### config.mk
export PLATFORM = sky130hd
export DESIGN_NAME = mips_run_ctrl
export DESIGN_NICKNAME = d
export VERILOG_FILES = /design/src/rtl/mips_run_ctrl_pkg.sv /design/src/rtl/mips_run_core_slot.sv /design/src/rtl/mips_run_ctrl.sv
export SDC_FILE = /design/constraint.sdc
export NUM_CORES = 1
export LEC_CHECK = 0
export BUFFER_PORTS_ARGS = -buffer_cell sky130_fd_sc_hd__buf_4
export CAP_MARGIN = 25
export CELL_PAD_IN_SITES_DETAIL_PLACEMENT = 0
export CELL_PAD_IN_SITES_GLOBAL_PLACEMENT = 1
export CORE_ASPECT_RATIO = 1.25
export CORE_MARGIN = 5
export CORE_UTILIZATION = 42
export CTS_CLUSTER_SIZE = 25
export DETAILED_ROUTE_END_ITERATION = 7
export GPL_TIMING_DRIVEN = 1
export HOLD_SLACK_MARGIN = 0.05
export PLACE_DENSITY = 0.93
export REMOVE_ABC_BUFFERS = 1
export SLEW_MARGIN = 20
export SYNTH_ARGS = -nofsm -noshare
export SYNTH_HDL_FRONTEND = slang
export SYNTH_SLANG_ARGS = --single-unit
### constraint.sdc
create_clock -name clk -period 5.8 [get_ports clk]
set_input_delay 1.45 -clock clk [delete_from_list [all_inputs] [get_ports clk]]
set_output_delay 1.45 -clock clk [all_outputs]
set_load 0.1 [all_outputs]
### src/rtl/mips_run_ctrl_pkg.sv
// Purpose: shared state encoding for the MIPS run controller and its core slots.
// Latency: n/a (types and constants only).
// Backpressure: n/a.
package mips_run_ctrl_pkg;

  localparam int RUN_STATE_W = 3;

  typedef enum logic [RUN_STATE_W-1:0] {
    RUN_IDLE    = 3'd0,
    RUN_RST     = 3'd1,
    RUN_RUN     = 3'd2,
    RUN_DONE    = 3'd3,
    RUN_TIMEOUT = 3'd4
  } run_state_t;

endpackage

### src/rtl/mips_run_core_slot.sv
// Purpose: per-core sticky halt flag and capture of the run cycle at first halt.
// Latency: flag and finish_cycle update on the clock edge after halt is seen.
// Backpressure: none; halt is sampled every cycle while run is high.
module mips_run_core_slot #(
  parameter int CNT_W = 32
) (
  input  logic             clk,
  input  logic             reset,
  input  logic             clr,
  input  logic             en,
  input  logic             run,
  input  logic             halt,
  input  logic [CNT_W-1:0] cycle_cnt,
  output logic             halted,
  output logic [CNT_W-1:0] finish_cycle
);

  // Only the first halt of an enabled core in RUN is recorded; repeats are ignored.
  always_ff @(posedge clk) begin
    if (reset || clr) begin
      halted       <= 1'b0;
      finish_cycle <= '0;
    end else if (run && en && halt && !halted) begin
      halted       <= 1'b1;
      finish_cycle <= cycle_cnt;
    end
  end

endmodule

### src/rtl/mips_run_ctrl.sv
// Purpose: run sequencer: holds cores in reset, runs them, ends in DONE or TIMEOUT.
// Latency: all outputs registered; state-derived outputs change one edge after a decision.
// Backpressure: none; start is ignored outside IDLE/DONE/TIMEOUT, abort always wins.
module mips_run_ctrl
  import mips_run_ctrl_pkg::*;
#(
  parameter int NUM_CORES  = 1,
  parameter int RST_CYCLES = 2,
  parameter int CNT_W      = 32,
  parameter int MAX_CYCLES = 100000
) (
  input  logic                       clk,
  input  logic                       reset,
  input  logic                       start,
  input  logic                       abort,
  input  logic [NUM_CORES-1:0]       core_en,
  input  logic [NUM_CORES-1:0]       halt,
  output logic [NUM_CORES-1:0]       core_rst,
  output logic                       running,
  output logic                       done,
  output logic                       timeout,
  output logic [NUM_CORES-1:0]       halted,
  output logic [CNT_W-1:0]           cycle_cnt,
  output logic [NUM_CORES*CNT_W-1:0] finish_cycle
);

  localparam int RCW = (RST_CYCLES < 2) ? 1 : $clog2(RST_CYCLES);

  run_state_t           state;
  run_state_t           state_nxt;
  logic                 start_acc;
  logic [RCW-1:0]       rst_cnt;
  logic [NUM_CORES-1:0] en_mask;
  logic                 all_done;
  logic                 last_cycle;
  logic                 slot_run;

  // A disabled core counts as finished; a halt arriving this cycle also counts.
  assign all_done   = &(halted | (halt & en_mask) | ~en_mask);
  assign last_cycle = (cycle_cnt == CNT_W'(MAX_CYCLES - 1));
  assign slot_run   = (state == RUN_RUN) && !abort;

  // Next-state selection; abort overrides both start and any RUN exit.
  always_comb begin
    state_nxt = state;
    start_acc = 1'b0;
    if (abort) begin
      state_nxt = RUN_IDLE;
    end else begin
      case (state)
        RUN_IDLE, RUN_DONE, RUN_TIMEOUT: begin
          if (start) begin
            state_nxt = RUN_RST;
            start_acc = 1'b1;
          end
        end
        RUN_RST: begin
          if (rst_cnt == '0) state_nxt = RUN_RUN;
        end
        RUN_RUN: begin
          if (all_done)        state_nxt = RUN_DONE;
          else if (last_cycle) state_nxt = RUN_TIMEOUT;
        end
        default: state_nxt = RUN_IDLE;
      endcase
    end
  end

  // State register, reset-hold counter, run-cycle counter and registered status.
  always_ff @(posedge clk) begin
    if (reset) begin
      state     <= RUN_IDLE;
      rst_cnt   <= '0;
      cycle_cnt <= '0;
      en_mask   <= '0;
      core_rst  <= '1;
      running   <= 1'b0;
      done      <= 1'b0;
      timeout   <= 1'b0;
    end else begin
      state <= state_nxt;
      if (start_acc) begin
        en_mask   <= core_en;
        cycle_cnt <= '0;
        rst_cnt   <= RCW'(RST_CYCLES - 1);
      end else begin
        if (state == RUN_RST && rst_cnt != '0) rst_cnt <= rst_cnt - RCW'(1);
        // Counter advances only while staying in RUN, so it freezes on exit or abort.
        if (state == RUN_RUN && state_nxt == RUN_RUN) cycle_cnt <= cycle_cnt + CNT_W'(1);
      end
      core_rst <= (state_nxt == RUN_RUN) ? ~en_mask : '1;
      running  <= (state_nxt == RUN_RUN);
      done     <= (state_nxt == RUN_DONE);
      timeout  <= (state_nxt == RUN_TIMEOUT);
    end
  end

  // One halt-capture slot per core.
  for (genvar i = 0; i < NUM_CORES; i++) begin : g_slot
    mips_run_core_slot #(
      .CNT_W(CNT_W)
    ) u_slot (
      .clk          (clk),
      .reset        (reset),
      .clr          (start_acc),
      .en           (en_mask[i]),
      .run          (slot_run),
      .halt         (halt[i]),
      .cycle_cnt    (cycle_cnt),
      .halted       (halted[i]),
      .finish_cycle (finish_cycle[i*CNT_W +: CNT_W])
    );
  end

endmodule

==> After elaboration in Yosys (flattened, before gate mapping) <==
Cells that the tools add are included.
{ "word_totals": {"inputBits": 6, "n_memories": 0, "out_inout_bits": 69, "latchBits": 0, "rom_bits": 0, "regBits": 74, "mem_bits_rw": 0} }
{ "op_classes": {"bitwise_logic": 5, "addsub": 2, "multipliers": 0, "reduce_logical": 14, "div_mod_pow": 0, "mux": 11, "order_cmp": 0, "eq_ne": 8, "shifts": 0} }
{ "op_table": {"columns": ["operator", "n"], "rows": [
  ["$add A32 B1 Y32 const B", 1],
  ["$eq A32 B17 Y1 const B", 1],
  ["$mux W3", 5],
  ["$eq A3 B2 Y1 const B", 4],
  ["$pmux W3 S3", 1],
  ["$eq A3 B3 Y1 const B", 2],
  ["$logic_and A1 B1 Y1", 6],
  ["$mux W1", 5],
  ["$reduce_or A2 Y1", 2],
  ["$eq A3 B1 Y1 const B", 1],
  ["$logic_not A3 Y1", 1],
  ["$reduce_or A3 Y1", 1],
  ["$logic_not A1 Y1", 2],
  ["$not A1 Y1", 2],
  ["$or A1 B1 Y1", 2],
  ["$reduce_bool A2 Y1", 1],
  ["$and A1 B1 Y1", 1],
  ["$logic_or A1 B1 Y1", 1],
  ["$sub A1 B1 Y1 const B", 1]
]} }

==> Longest topological paths before layout <==
{ "depth": {"word_depth": 9, "ltp_mapped": 10, "mapped_depth_nobuf": 7} }

==> Cells and area by module <==
Synthesis repeated with hierarchy kept, for this count alone.
{ "unflattened": {"hier_cells": 394, "area_unflattened_um2": 3865.0} }
{ "modules_own_cells": {"columns": ["module", "cells_per_inst", "area_per_inst_um2", "n_inst", "seq_area_each_um2"], "rows": [
  ["mips_run_ctrl", 244, 2094.5, 1, 820.8],
  ["mips_run_core_slot", 150, 1770.4, 1, 660.6]
]} }

==> Worst setup path before layout <==
OpenSTA, ideal clock, no wires.
{ "synth_timing": {"path_type": "input port to flip-flop", "start": "input halt", "end": "register cycle_cnt[25]", "cell_stages": 8, "arrival_time_ns": 3.295, "t_required_ns": 5.730, "path_buffers": 2, "slack_ns": 2.434, "path_cell_list": "or3b_1 -> a222oi_1 -> buf_2 -> nand2_1 -> or3_1 -> buf_2 -> or3_1 -> a21oi_1"} }
{ "synth_via": {"elab_chain_cells": 8} }
{ "synth_rtl": {"columns": ["item", "line_no", "text"], "rows": [
  ["start: declaration", "mips_run_ctrl.sv:17", "input logic [NUM_CORES-1:0] halt,"],
  ["$and A1 B1 Y1", "mips_run_ctrl.sv:39", "assign all_done = &(halted | (halt & en_mask) | ~en_mask);"],
  ["$or A1 B1 Y1 (2 in a row)", "mips_run_ctrl.sv:39", null],
  ["$mux W3", "mips_run_ctrl.sv:61", "if (all_done) state_nxt = RUN_DONE;"],
  ["$pmux W3 S3", "mips_run_ctrl.sv:50", "case (state)"],
  ["$mux W3", "mips_run_ctrl.sv:47", "if (abort) begin"],
  ["$eq A3 B2 Y1", "mips_run_ctrl.sv:89", "if (state == RUN_RUN && state_nxt == RUN_RUN) cycle_cnt <= cycle_cnt + CNT_W'(1);"],
  ["$logic_and A1 B1 Y1", "mips_run_ctrl.sv:89", null],
  ["end signal: assignment", "mips_run_ctrl.sv:89", null],
  ["end: declaration", "mips_run_ctrl.sv:23", "output logic [CNT_W-1:0] cycle_cnt,"]
]} }
Every way passes these cells.
A chain may end at the register's enable or synchronous reset.

==> Worst setup path in the final report <==
Same ends and word-level chain as after synthesis.

==> key figures <==
STA
  – RSZ-0062 raised after global routing: no
  – Sum Neg Setup Slack: 0 ns
  – Final hold violation count: 0
  – Final setup vio count: 0
  – Time the worst path needs with I/O delays and setup: 3.28 ns
  – Highest attainable clock frequency: 305 MHz
  – Final worst clock skew: 0.00923 ns
  – Max Transition Viols Final: 0
  – Worst Tran Pin Value: 0.785 ns
  – Worst path setup slack after routing: 2.52 ns
  – Normalized max-slew margin: 47.2%
  – Post-route fraction of the period consumed by the critical path: 56.6%

Synth
  – Post-synth cell types: 41
  – Cell count after synthesis: 409
  – Async S/R FF share, synth: 0%
  – Syn. warnings: 0
  – EDFF count, synth: 0
  – Library cell with the highest instance count after synthesis: nand2_1
  – Ranking of synthesized cells by area: dfxtp_1, nand2_1, a21oi_1
  – Mean area per synthesized cell: 7.89 µm²
  – Ys flop type: dfxtp_1
  – Proportion of netlist area held by the largest area contributor: 45.9%
  – Post-synth top cells: nand2_1, dfxtp_1, a21oi_1, nor2_1, clkbuf_1
  – Part of the Yosys area used for sequential elements: 45.9%
  – Leading area contributor after synthesis: dfxtp_1
  – Area of the mapped netlist: 3230 µm²
  – Register bit count reported by yosys: 74

Floorplanning
  – Die area: 9550 µm²
  – Starting density of the core: 43.3%
  – Site row count: 35
  – Vertical die dimension: 108 µm
  – Core area: 7440 µm²
  – Die X-Extent: 88.4 µm
  – Number of top-level pins: 75

Critical path
  – Type of destination of the critical path: flop
  – Crit path DAT: 3.56 ns
  – Endpoint required time on the critical path: 6.08 ns
  – Maximum fanout along the worst path: 10
  – Kind of launch point of the worst setup path: input pin
  – Kind of critical path: input pin to flop

GRT
  – Vias in the first global route: 2986
  – Antenna violations before repair: 0
  – Overall track demand over capacity in global routing: 18.0%
  – First-pass GRT wire length: 13700 µm
  – Aggregate global routing overflow: 0
  – Maximum number of pins on one net before global-route repair: 34

Layout
  – Layout net count: 481
  – Filler-free cell count of the finished design: 571
  – Post-route cell area: 4090 µm²
  – Layout cell share with drive strength beyond 1: 20.5%
  – Post-synthesis to final-layout area growth: 26.6%
  – Number of diodes added for antenna fixing: 0

Clock tree
  – Clock Root Buffer: clkbuf_8
  – Max H-tree Level: 3
  – Number of sinks handled by clock tree synthesis: 74
  – Clock transition time at the flip-flop clock pins of the worst setup and hold paths: 0.08 ns
  – Total clock buffers created by CTS: 9
  – Clk Latency, worst-skew pair: 0.35 ns
  – Post-CTS sizing: 0
  – Total of hold buffers inserted after clock tree synthesis: 0
  – Setup bufs post-CTS: 0
  – TritonCTS clock tree: built
  – CTS Buffer Depth: 2

Place
  – Post-Place Worst Slack: 2.21 ns
  – Placed instance area: 3880 µm²
  – Port Buffers: 74
  – Cell count after placement: 555
  – Routability congestion estimate from global placement: 0.811
  – Dpl hpwl: 6000 µm

Power and ir drop
  – Pwr per Cell Area: 238 nW/µm²
  – Total design power: 0.000973 W
  – Leak pwr: 1.47 nW
  – Worst voltage drop across the vdd grid: 0.000174 V

Route
  – Number of nets with antenna violations after detailed routing: 0
  – Initial drt markers: 206
  – Count of vias placed by the detailed router: 3076
  – Ratio of routed vias to standard cells: 5.39
  – Total wirelength of the detailed-routed design: 8350 µm
  – Routed len/inst: 14.6 µm
  – Drt first pass iters: 4
  – DR DRC count: 0

Min path
  – Class of the worst hold path: flop to flop

Outcome
  – Result of the run: finished clean

Job
  – Max-capacitance violation count: 0
[per-layer routing]
layer	GRT usage [%]	vias up	part of all wire (%)
li1	-	1561	-
met1	21.3	1418	42
met2	31.1	91	51
met3	3.58	6	6.0
met4	7.78	0	1.1
met5	0	-	0
[path summary, 6_finish.rpt]
check	from	endpoint	slack (ns)	cells past startpoint
worst max-delay path	halt	cycle_cnt[25]$_SDFFE_PP0P_	2.52	8
worst min-delay path	en_mask$_SDFFE_PP0P_	core_rst$_SDFF_PP1_	0.43	1
worst max register to register	state[1]$_SDFF_PP0_	cycle_cnt[25]$_SDFFE_PP0P_	3.15	6
worst min register to register	en_mask$_SDFFE_PP0P_	core_rst$_SDFF_PP1_	0.43	1
[registers in the layout, summed over array words and instances (netlist names)]
register	flops
state	3
core_rst	1
g_slot.u_slot.halted	1
rst_cnt	1
timeout	1
running	1
en_mask	1
g_slot.u_slot.finish_cycle	32
done	1
cycle_cnt	32
[layout make-up]
type	count	area, µm²
Inverter	3	11.3
Sequential cell	74	1480
Clock buffer	11	131
Tap cell	92	115
Timing Repair Buffer	79	633
Fill cell	735	3360
Clock inverter	5	78.8
Multi-Input combinational cell	307	1640
[where the power goes]
group	internal, W	leakage [nW]	switching (W)
registers	0.000509	0.596	0.00000228
logic	0.0000145	0.766	0.0000233
clock network	0.000242	0.107	0.000182
[layout by cell type, fill, tap and decap left out, types with 3 or more instances in the layout]
cell      netlist  layout
nor4_1         16      15
nor3_1         13      13
buf_4           0      77
or3b_1          3       3
xnor2_1        13      13
clkbuf_8        0       9
nand2_1        90      90
nor2_1         34      34
or3_1          16      16
nor4b_1         3       3
a21oi_1        46      46
inv_1           3       3
o21ai_0        13      13
nand4_1        10      10
nand3_1        12      12
mux2i_1         5       5
dfxtp_1        74      74
nor3b_1         4       4
[cells by family after synthesis]
logic type	Yosys count	share of synthesized area [%]
compound gates	69	11.7
xor+xnor	15	4.07
fa+ha+maj	1	0.388
buf+inv	28	3.64
flops	74	45.9
mux	5	1.55
simple gates	217	32.8
[critical path, stage by stage]
cell,delay [ns]
buf_4,0.12
or3b_1,0.37
a222oi_1,0.23
buf_4,0.23
nand2_1,0.15
or3_1,0.48
or3_1,0.38
a21oi_1,0.15
[metrics by stage]
| step | utilization, % | hold WS, ns |
|---|---|---|
| 2_1_floorplan | - | 0.394 |
| 3_3_place_gp | 51.2 | 0.412 |
| 3_5_place_dp | 52.1 | 0.425 |
| 4_1_cts | 54.9 | 0.432 |
| 5_1_grt | 54.9 | 0.479 |
| 6_report | 54.9 | 0.433 |
No activity file was read; power rests on OpenSTA's default activity.
